File: src/rtl/bpm_pkg.sv
// Shared types and defaults for the heart-rate meter: FSM encoding,
// default widths, and the dividend-width helper.
package bpm_pkg;

  typedef enum logic [1:0] {
    IDLE = 2'd0,
    DIV  = 2'd1,
    DONE = 2'd2
  } bpm_state_t;

  localparam int PD_W_DEF  = 8;
  localparam int BPM_W_DEF = 8;
  localparam int NUMER_DEF = 6000;

  // Number of quotient bits, and therefore divide cycles, for a given dividend.
  function automatic int div_width(input int numer);
    return $clog2(numer + 1);
  endfunction

endpackage

File: src/rtl/seq_divider.sv
// Multi-cycle restoring divider: one quotient bit per cycle, NW cycles per
// division. done_o and quot_o are valid together in the final step cycle.
module seq_divider #(
  parameter int NW = 13,
  parameter int DW = 8
) (
  input  logic          clk,
  input  logic          rst,
  input  logic          start_i,
  input  logic [NW-1:0] dividend_i,
  input  logic [DW-1:0] divisor_i,
  output logic          done_o,
  output logic [NW-1:0] quot_o
);

  localparam int SW = $clog2(NW + 1);

  logic [NW-1:0] quo_q, quo_d;
  logic [DW-1:0] rem_q, rem_d;
  logic [DW-1:0] dvs_q;
  logic [SW-1:0] step_q;
  logic          run_q;
  logic [DW:0]   shifted;
  logic          ge;

  // The remainder stays below the divisor, so DW bits hold it between steps.
  always_comb begin
    shifted = {rem_q, quo_q[NW-1]};
    ge      = shifted >= {1'b0, dvs_q};
    rem_d   = ge ? DW'(shifted - {1'b0, dvs_q}) : shifted[DW-1:0];
    quo_d   = {quo_q[NW-2:0], ge};
  end

  assign done_o = run_q && (step_q == SW'(NW - 1));
  assign quot_o = quo_d;

  // NOTE: clocked state uses non-blocking assignments so every register
  // samples values from before the edge, regardless of statement order.
  always_ff @(posedge clk or posedge rst) begin
    if (rst) begin
      quo_q  <= '0;
      rem_q  <= '0;
      dvs_q  <= '0;
      step_q <= '0;
      run_q  <= 1'b0;
    end else if (start_i) begin
      quo_q  <= dividend_i;
      rem_q  <= '0;
      dvs_q  <= divisor_i;
      step_q <= '0;
      run_q  <= 1'b1;
    end else if (run_q) begin
      quo_q  <= quo_d;
      rem_q  <= rem_d;
      step_q <= step_q + 1'b1;
      if (done_o) run_q <= 1'b0;
    end
  end

endmodule

File: src/rtl/bpm_meter.sv
// Beat-to-beat period capture and BPM conversion with timeout and a one-entry
// pending buffer. Optional 4-period averaging when BPM_AVG_EN is defined.
module bpm_meter
  import bpm_pkg::*;
#(
  parameter int PD_W  = PD_W_DEF,
  parameter int BPM_W = BPM_W_DEF,
  parameter int NUMER = NUMER_DEF
) (
  input  logic             clk,
  input  logic             rst,
  input  logic             tick,
  input  logic             beat,
  output logic [PD_W-1:0]  pd,
  output logic [BPM_W-1:0] bpm,
  output logic             bpm_valid,
  output logic             busy
);

  localparam int NW = div_width(NUMER);
  localparam int QW = (NW > BPM_W) ? NW : BPM_W;
  localparam logic [PD_W-1:0]  CNT_MAX  = '1;
  localparam logic [BPM_W-1:0] BPM_MAX  = '1;
  localparam logic [NW-1:0]    DIVIDEND = NW'(NUMER);

  bpm_state_t       state_q, state_d;
  logic [PD_W-1:0]  cnt_q, cnt_d;
  logic [PD_W-1:0]  pd_q, pd_d;
  logic [PD_W-1:0]  pend_prd_q, pend_prd_d;
  logic [BPM_W-1:0] bpm_q, bpm_d;
  logic             armed_q, armed_d;
  logic             pend_q, pend_d;
  logic             timeout_q, timeout_d;
  logic             valid_q, valid_d;
  logic             div_zero_q, div_zero_d;

  logic             capture, timeout_hit;
  logic [PD_W-1:0]  new_div;
  logic             div_start, div_done;
  logic [NW-1:0]    div_quot;
  logic [QW-1:0]    quot_ext;

  assign capture     = beat && armed_q;
  assign timeout_hit = armed_q && !beat && (cnt_q == CNT_MAX);

  always_comb begin
    cnt_d = cnt_q;
    if (beat)                          cnt_d = tick ? PD_W'(1) : '0;
    else if (tick && cnt_q != CNT_MAX) cnt_d = cnt_q + 1'b1;
    armed_d = beat ? 1'b1 : (timeout_hit ? 1'b0 : armed_q);
    pd_d    = capture ? cnt_q : pd_q;
  end

`ifdef BPM_AVG_EN
  localparam int SUM_W = PD_W + 2;

  logic [PD_W-1:0]  hist_q [4];
  logic [PD_W-1:0]  hist_d [4];
  logic             hist_vld_q, hist_vld_d;
  logic [SUM_W-1:0] sum;

  always_comb begin
    sum = hist_vld_q ? SUM_W'(cnt_q) + SUM_W'(hist_q[0]) + SUM_W'(hist_q[1]) + SUM_W'(hist_q[2])
                     : {cnt_q, 2'b00};
    new_div    = PD_W'(sum >> 2);
    hist_d     = hist_q;
    hist_vld_d = hist_vld_q;
    if (timeout_hit) begin
      for (int i = 0; i < 4; i++) hist_d[i] = '0;
      hist_vld_d = 1'b0;
    end else if (capture) begin
      if (hist_vld_q) hist_d = '{cnt_q, hist_q[0], hist_q[1], hist_q[2]};
      else for (int i = 0; i < 4; i++) hist_d[i] = cnt_q;
      hist_vld_d = 1'b1;
    end
  end

  // NOTE: the history array is reset explicitly; it feeds the divisor sum
  // and must never contribute stale or X values after reset.
  always_ff @(posedge clk or posedge rst) begin
    if (rst) begin
      for (int i = 0; i < 4; i++) hist_q[i] <= '0;
      hist_vld_q <= 1'b0;
    end else begin
      hist_q     <= hist_d;
      hist_vld_q <= hist_vld_d;
    end
  end
`else
  assign new_div = cnt_q;
`endif

  seq_divider #(.NW(NW), .DW(PD_W)) u_div (
    .clk        (clk),
    .rst        (rst),
    .start_i    (div_start),
    .dividend_i (DIVIDEND),
    .divisor_i  (pend_prd_q),
    .done_o     (div_done),
    .quot_o     (div_quot)
  );

  assign quot_ext = QW'(div_quot);

  // NOTE: every signal written here gets a default first, so no path
  // through the case can leave one unassigned and infer a latch.
  always_comb begin
    state_d    = state_q;
    pend_d     = pend_q;
    pend_prd_d = pend_prd_q;
    timeout_d  = timeout_q | timeout_hit;
    bpm_d      = bpm_q;
    valid_d    = 1'b0;
    div_start  = 1'b0;
    div_zero_d = div_zero_q;
    unique case (state_q)
      IDLE: begin
        if (pend_q) begin
          div_start  = 1'b1;
          pend_d     = 1'b0;
          div_zero_d = (pend_prd_q == '0);
          state_d    = DIV;
        end else if (timeout_q) begin
          bpm_d     = '0;
          valid_d   = 1'b1;
          timeout_d = timeout_hit;
        end
      end
      DIV: begin
        if (div_done) begin
          bpm_d   = (div_zero_q || quot_ext > QW'(BPM_MAX)) ? BPM_MAX : quot_ext[BPM_W-1:0];
          valid_d = 1'b1;
          state_d = DONE;
        end
      end
      DONE:    state_d = IDLE;
      default: state_d = IDLE;
    endcase
    // A beat landing in the load cycle stays pending for the next division.
    if (capture) begin
      pend_d     = 1'b1;
      pend_prd_d = new_div;
    end
  end

  always_ff @(posedge clk or posedge rst) begin
    if (rst) begin
      state_q    <= IDLE;
      cnt_q      <= '0;
      pd_q       <= '0;
      pend_prd_q <= '0;
      bpm_q      <= '0;
      armed_q    <= 1'b0;
      pend_q     <= 1'b0;
      timeout_q  <= 1'b0;
      valid_q    <= 1'b0;
      div_zero_q <= 1'b0;
    end else begin
      state_q    <= state_d;
      cnt_q      <= cnt_d;
      pd_q       <= pd_d;
      pend_prd_q <= pend_prd_d;
      bpm_q      <= bpm_d;
      armed_q    <= armed_d;
      pend_q     <= pend_d;
      timeout_q  <= timeout_d;
      valid_q    <= valid_d;
      div_zero_q <= div_zero_d;
    end
  end

  assign pd        = pd_q;
  assign bpm       = bpm_q;
  assign bpm_valid = valid_q;
  assign busy      = (state_q != IDLE) || pend_q || timeout_q;

endmodule

File: config.mk
export PLATFORM = sky130hd
export DESIGN_NAME = bpm_meter
export DESIGN_NICKNAME = d
export VERILOG_FILES = /design/src/rtl/bpm_pkg.sv /design/src/rtl/seq_divider.sv /design/src/rtl/bpm_meter.sv
export SDC_FILE = /design/constraint.sdc
export NUM_CORES = 1
export LEC_CHECK = 0
export CAP_MARGIN = 10
export CORE_MARGIN = 2
export CORE_UTILIZATION = 26
export CTS_BUF_LIST = sky130_fd_sc_hd__clkbuf_16
export DETAILED_ROUTE_END_ITERATION = 12
export SLEW_MARGIN = 0
export SYNTH_ARGS = -nofsm -noshare
export SYNTH_HDL_FRONTEND = slang
export SYNTH_SLANG_ARGS = --single-unit
File: constraint.sdc
create_clock -name clk -period 2.3 [get_ports clk]
set_input_delay 0.46 -clock clk [delete_from_list [all_inputs] [get_ports clk]]
set_output_delay 0.46 -clock clk [all_outputs]
set_load 0.02 [all_outputs]
### Yosys cells after proc, flatten, opt, wreduce, memory -nomap -nowiden

Index checks and enable logic that the tools add are counted.

| storage, ports and cells | value |
|---|---|
| register bits after elaboration | 65 |
| input bits | 4 |
| output and inout bits | 18 |
| word-level logic and storage cells | 82 |

| operators by class | value |
|---|---|
| $add $sub $neg | 3 |
| order comparisons | 2 |
| equal/unequal tests | 8 |
| multiplexer cells | 34 |
| bitwise logic cells | 1 |
| reduce and logical (&&, ||, !) cells | 20 |

Operators with widths:

| cell | count |
|---|---|
| two-way mux 8 bit | 9 |
| two-way mux 13 bit | 2 |
| two-way mux 1 bit | 16 |
| case mux 8 bit (2 select lines) | 1 |
| > comparator 13 x 8 -> 1 bit, second input constant | 1 |
| nonzero test 2 bit | 6 |
| greater-or-equal comparator 9 x 8 -> 1 bit | 1 |
| adder 8 x 1 -> 8 bit, second input constant | 1 |
| equality test 8 bit, second input constant | 1 |
| zero test 8 bit | 1 |
| two-way mux 4 bit | 2 |
| != test 2 bit, second input constant | 4 |
| != test 8 bit, second input constant | 1 |
| subtractor 8 bit | 1 |
| logical AND 1 bit | 5 |
| adder 4 x 1 -> 4 bit, second input constant | 1 |
| equality test 4 bit, second input constant | 1 |
| two-way mux 2 bit | 2 |
| case mux 2 bit (2 select lines) | 1 |
| AND reduction 2 bit | 2 |
| AND reduction 4 bit | 1 |
| logical OR 1 bit | 3 |
| equality test 2 x 1 -> 1 bit, second input constant | 1 |
| zero test 2 bit | 1 |
| 3 further kinds | 3 |

### Depth between registers and ports, before layout

| logic depth | value |
|---|---|
| depth after elaboration | 7 |
| gate-level depth with buffers | 8 |
| gate-level depth less buffers | 8 |

### Hierarchy

A second synthesis with hierarchy kept.

| second synthesis, totals | value |
|---|---|
| cell total of the unflattened synthesis | 354 |
| area, all modules | 3528.4 µm² |

By module, submodules not included:

| module | times used | cells an instance | area each (µm²) | seq. area each (µm²) |
|---|---|---|---|---|
| seq_divider | 1 | 216 | 2009.4 | 850.8 |
| bpm_meter | 1 | 138 | 1519.0 | 775.7 |

### Least setup slack after synthesis

No wires, ideal clock.

| timing path | value |
|---|---|
| path type | flip-flop to flip-flop |
| start point | register u_div.rem_q[5] |
| end point | register u_div.rem_q[7] |
| setup time | 0.076 ns |
| arrival time | 1.789 ns |
| data required time | 2.224 ns |
| path slack | 0.435 ns |
| stages on the path, launching flop included | 7 |
| path buffers | 0 |
| clock period less this slack | 1.865 ns |
| cell sequence | dfrtp_1 ha_1 nand2_1 or4b_1 o21ai_0 mux2_2 o21ai_1 |

| on the way | value |
|---|---|
| word-level cells in the longest chain between the ends | 4 |
| elaborated cells on any way between the ends | 5 |
| those cells by class | 1 x add/sub; 1 x order compare; 3 x mux |

RTL lines:

| element | line | text |
|---|---|---|
| start, declared | seq_divider.sv:19 | `logic [DW-1:0] rem_q, rem_d;` |
| start signal, assigned | seq_divider.sv:54 | `rem_q <= rem_d;` |
| subtractor 8 bit or greater-or-equal comparator 9 x 8 -> 1 bit (tied branches) | seq_divider.sv:30, seq_divider.sv:29 |  |
| two-way mux 8 bit * | seq_divider.sv:30 | `rem_d = ge ? DW'(shifted - {1'b0, dvs_q}) : shifted[DW-1:0];` |
| two-way mux 8 bit * | seq_divider.sv:52 | `end else if (run_q) begin` |
| two-way mux 8 bit * | seq_divider.sv:46 | `end else if (start_i) begin` |

Mark *: on every way between the ends. The rest lies on a longest branch, timed or not. The select of a mux whose other input is x is not followed.
A chain may end at the register's enable or synchronous reset.

### Final worst setup path

| timing path | value |
|---|---|
| start point | register u_div.rem_q[0] |
| end point | register u_div.rem_q[5] |

Same word-level chain as after synthesis.

==> flow_metrics.env <==
export IMPL_place_gp_congestion=0.813
export IMPL_avgRoutedWirePerCell_um=13.5
export IMPL_synth_commonest_cells="dfrtp_1 (65), nand2_1 (41), nor2_1 (37)"
export IMPL_dpl_hpwl_mm=4.61
export IMPL_drv_cap=0
export IMPL_numCtsBuffers=9
export IMPL_placement_rows=40
export IMPL_finalWorstSetupSlack_ns=0.264
export IMPL_grt_pass1_wl_mm=11.4
export IMPL_diodes=0
export IMPL_grt_ovfl_total=0
export IMPL_cts_num_sinks=65
export IMPL_maxSlewHeadroom=0.640
export IMPL_finClkSkew_ns=0.00663
export IMPL_synthTopCellsByArea="dfrtp_1 (51%), nand2_1 (4.8%), o21ai_0 (4.7%)"
export IMPL_finalSetupTns_ns=0
export IMPL_synth_top_area_frac=0.508
export IMPL_vias=2403
export IMPL_antenna_found_initial=0
export IMPL_die_area_um2=13200
export IMPL_path_max_fanout=8
export IMPL_die_w_um=115
export IMPL_syn_cell_area_um2=3200
export IMPL_synthCells=320
export IMPL_num_nets_final=363
export IMPL_portBuffers=21
export IMPL_detail_route_antenna_nets=0
export IMPL_cts_buffer_depth=2
export IMPL_peakVddDrop_mv=0.466
export IMPL_fin_util=0.324
export IMPL_rsz0062_at_grt="false"
export IMPL_cts_setup_buffers=0
export IMPL_initial_utilization=0.267
export IMPL_grt_max_degree=66
export IMPL_clk_pin_slew_worst_paths_ns=0.06
export IMPL_first_iter_violations=157
export IMPL_required_ns=2.52
export IMPL_synth_edf_count=0
export IMPL_async_flop_share=1.00
export IMPL_power_density_nw_per_um2=1390
export IMPL_p_leak_nw=1.70
export IMPL_drc=0
export IMPL_fillers=1240
export IMPL_postSynthAreaPerCell_um2=10.0
export IMPL_startpoint="u_div.rem_q[0]$_DFFE_PP0P_"
export IMPL_dr_pass1_iters=5
export IMPL_maxSlewViolCount=0
export IMPL_clockRootBuffer="clkbuf_16"
export IMPL_path_class="flop to flop"
export IMPL_r2r_end="u_div.rem_q[5]$_DFFE_PP0P_"
export IMPL_synth_most_common_cell="dfrtp_1"
export IMPL_drive_gt1_frac=0.102
export IMPL_vias_per_cell=4.82
export IMPL_ff2ff_setup_slack_ns=0.26
export IMPL_r2r_start="u_div.rem_q[0]$_DFFE_PP0P_"
export IMPL_endpoint_kind="flop"
export IMPL_tightest_slew_ns=0.539
export IMPL_dieHeight_um=115
export IMPL_hold_ws_ns=0.480
export IMPL_ios=22
export IMPL_period_needed_ns=2.04
export IMPL_synth_top_cell_by_area="dfrtp_1"
export IMPL_tritoncts="built"
export IMPL_final_hold_violation_count=0
export IMPL_synth_main_ff_cell="dfrtp_1"
export IMPL_arrival_ns=2.26
export IMPL_wl_mm=6.71
export IMPL_finalCritPeriodShare=0.885
export IMPL_place_ws_ns=0.302
export IMPL_synthesis_nets=336
export IMPL_outcome="finished clean"
export IMPL_area_growth_pct=21.6
export IMPL_cts_hold_buf=0
export IMPL_grt_pass1_vias=2336
export IMPL_hp_class="flop to flop"
export IMPL_core_area_um2=12000
export IMPL_finalSetupViolations=0
export IMPL_ys_seq_elements=65
export IMPL_track_usage=0.111
export IMPL_worst_setup_path_start_kind="flop"
export IMPL_endpoint="u_div.rem_q[5]$_DFFE_PP0P_"
export IMPL_clk_latency_ns=0.33
export IMPL_reg2reg_depth=6
export IMPL_cts_htree_levels=3
export IMPL_power_mw=5.42
export IMPL_fmax_mhz=491
export IMPL_synth_cell_type_count=52
export IMPL_yosys_warnings=0
export IMPL_seq_area_frac_synth=0.508
-- power breakdown --
group	switching (mW)	internal, mW	leakage, nW	total (mW)
Combinational	1.26	1.02	0.780	2.28
Sequential	0.281	1.52	0.782	1.80
Clock	0.507	0.827	0.142	1.33
-- worst min path at each step --
| stage | startpoint | end | slack [ns] | depth (start not counted) |
|---|---|---|---|---|
| 2_1_floorplan | div_zero_q$_DFFE_PP0P_ | div_zero_q$_DFFE_PP0P_ | 0.45 | 2 |
| 3_3_place_gp | bpm[7]$_DFFE_PP0P_ | bpm[7]$_DFFE_PP0P_ | 0.47 | 2 |
| 3_5_place_dp | div_zero_q$_DFFE_PP0P_ | div_zero_q$_DFFE_PP0P_ | 0.47 | 2 |
| 4_1_cts | bpm[6]$_DFFE_PP0P_ | bpm[6]$_DFFE_PP0P_ | 0.49 | 2 |
| 5_1_grt | bpm[4]$_DFFE_PP0P_ | bpm[4]$_DFFE_PP0P_ | 0.50 | 2 |
| 6_report | bpm[6]$_DFFE_PP0P_ | bpm[6]$_DFFE_PP0P_ | 0.48 | 2 |
-- area by class of cell --
class | instances | area, um^2 | share of cell area
inverters | 19 | 71.3 | 0.0183
clock buffers | 9 | 225 | 0.0578
repair buffers | 26 | 263 | 0.0675
well taps | 147 | 184 | 0.0472
multi-input cells | 226 | 1460 | 0.376
flip-flops and latches | 65 | 1630 | 0.418
clock inverters | 7 | 62.6 | 0.0161
-- worst max-delay path, cell delays in order, from the launching register on --
cell      delay, ns
dfrtp_1        0.43
ha_1           0.33
nor2b_1        0.16
o221a_4        0.27
o221ai_4       0.29
a31oi_1        0.15
a221oi_2       0.28
-- flip-flops by register name, summed over array words and instances, names as in the netlist --
name,count
armed_q,1
bpm,8
bpm_valid,1
cnt_q,8
div_zero_q,1
pend_prd_q,8
pend_q,1
state_q,2
timeout_q,1
u_div.dvs_q,8
u_div.quo_q,13
u_div.rem_q,8
u_div.run_q,1
u_div.step_q,4
-- routing by layer --
| layer | GRT usage | up-vias | wire (um) |
|---|---|---|---|
| met5 | 0 | - | 0 |
| met4 | 0.0458 | 0 | 116 |
| met3 | 0.0306 | 11 | 320 |
| met2 | 0.167 | 54 | 3100 |
| met1 | 0.150 | 1163 | 3170 |
| li1 | - | 1175 | - |
-- kinds of logic after synthesis --
logic type	after synthesis	synth area share
compound gates	67	0.144
xor+xnor	12	0.0328
fa+ha+maj	12	0.0492
buf+inv	29	0.0352
flops	65	0.508
mux	23	0.0754
simple gates	112	0.155
-- cells in the final DEF, fill, tap and decap left out, types with 11 or more instances in the layout --
cell type and count:
dfrtp_1 65, nor2_1 37, o21ai_0 30, mux2i_1 14
inv_1 18, ha_1 11, nand2_1 41, clkdlybuf4s50_1 20
-- per-stage QoR --
step,area [um^2],std cells
3_3_place_gp,3600,483
2_1_floorplan,3200,320
3_5_place_dp,3600,483
6_report,3890,499
5_1_grt,3890,499
4_1_cts,3890,499
-- what timing repair did --
item,4_1_cts,5_1_grt
endpoints found under the setup margin,0,1
hold endpoints to repair,0,0
resized for setup,0,1
(Power assumes the default switching activity.)
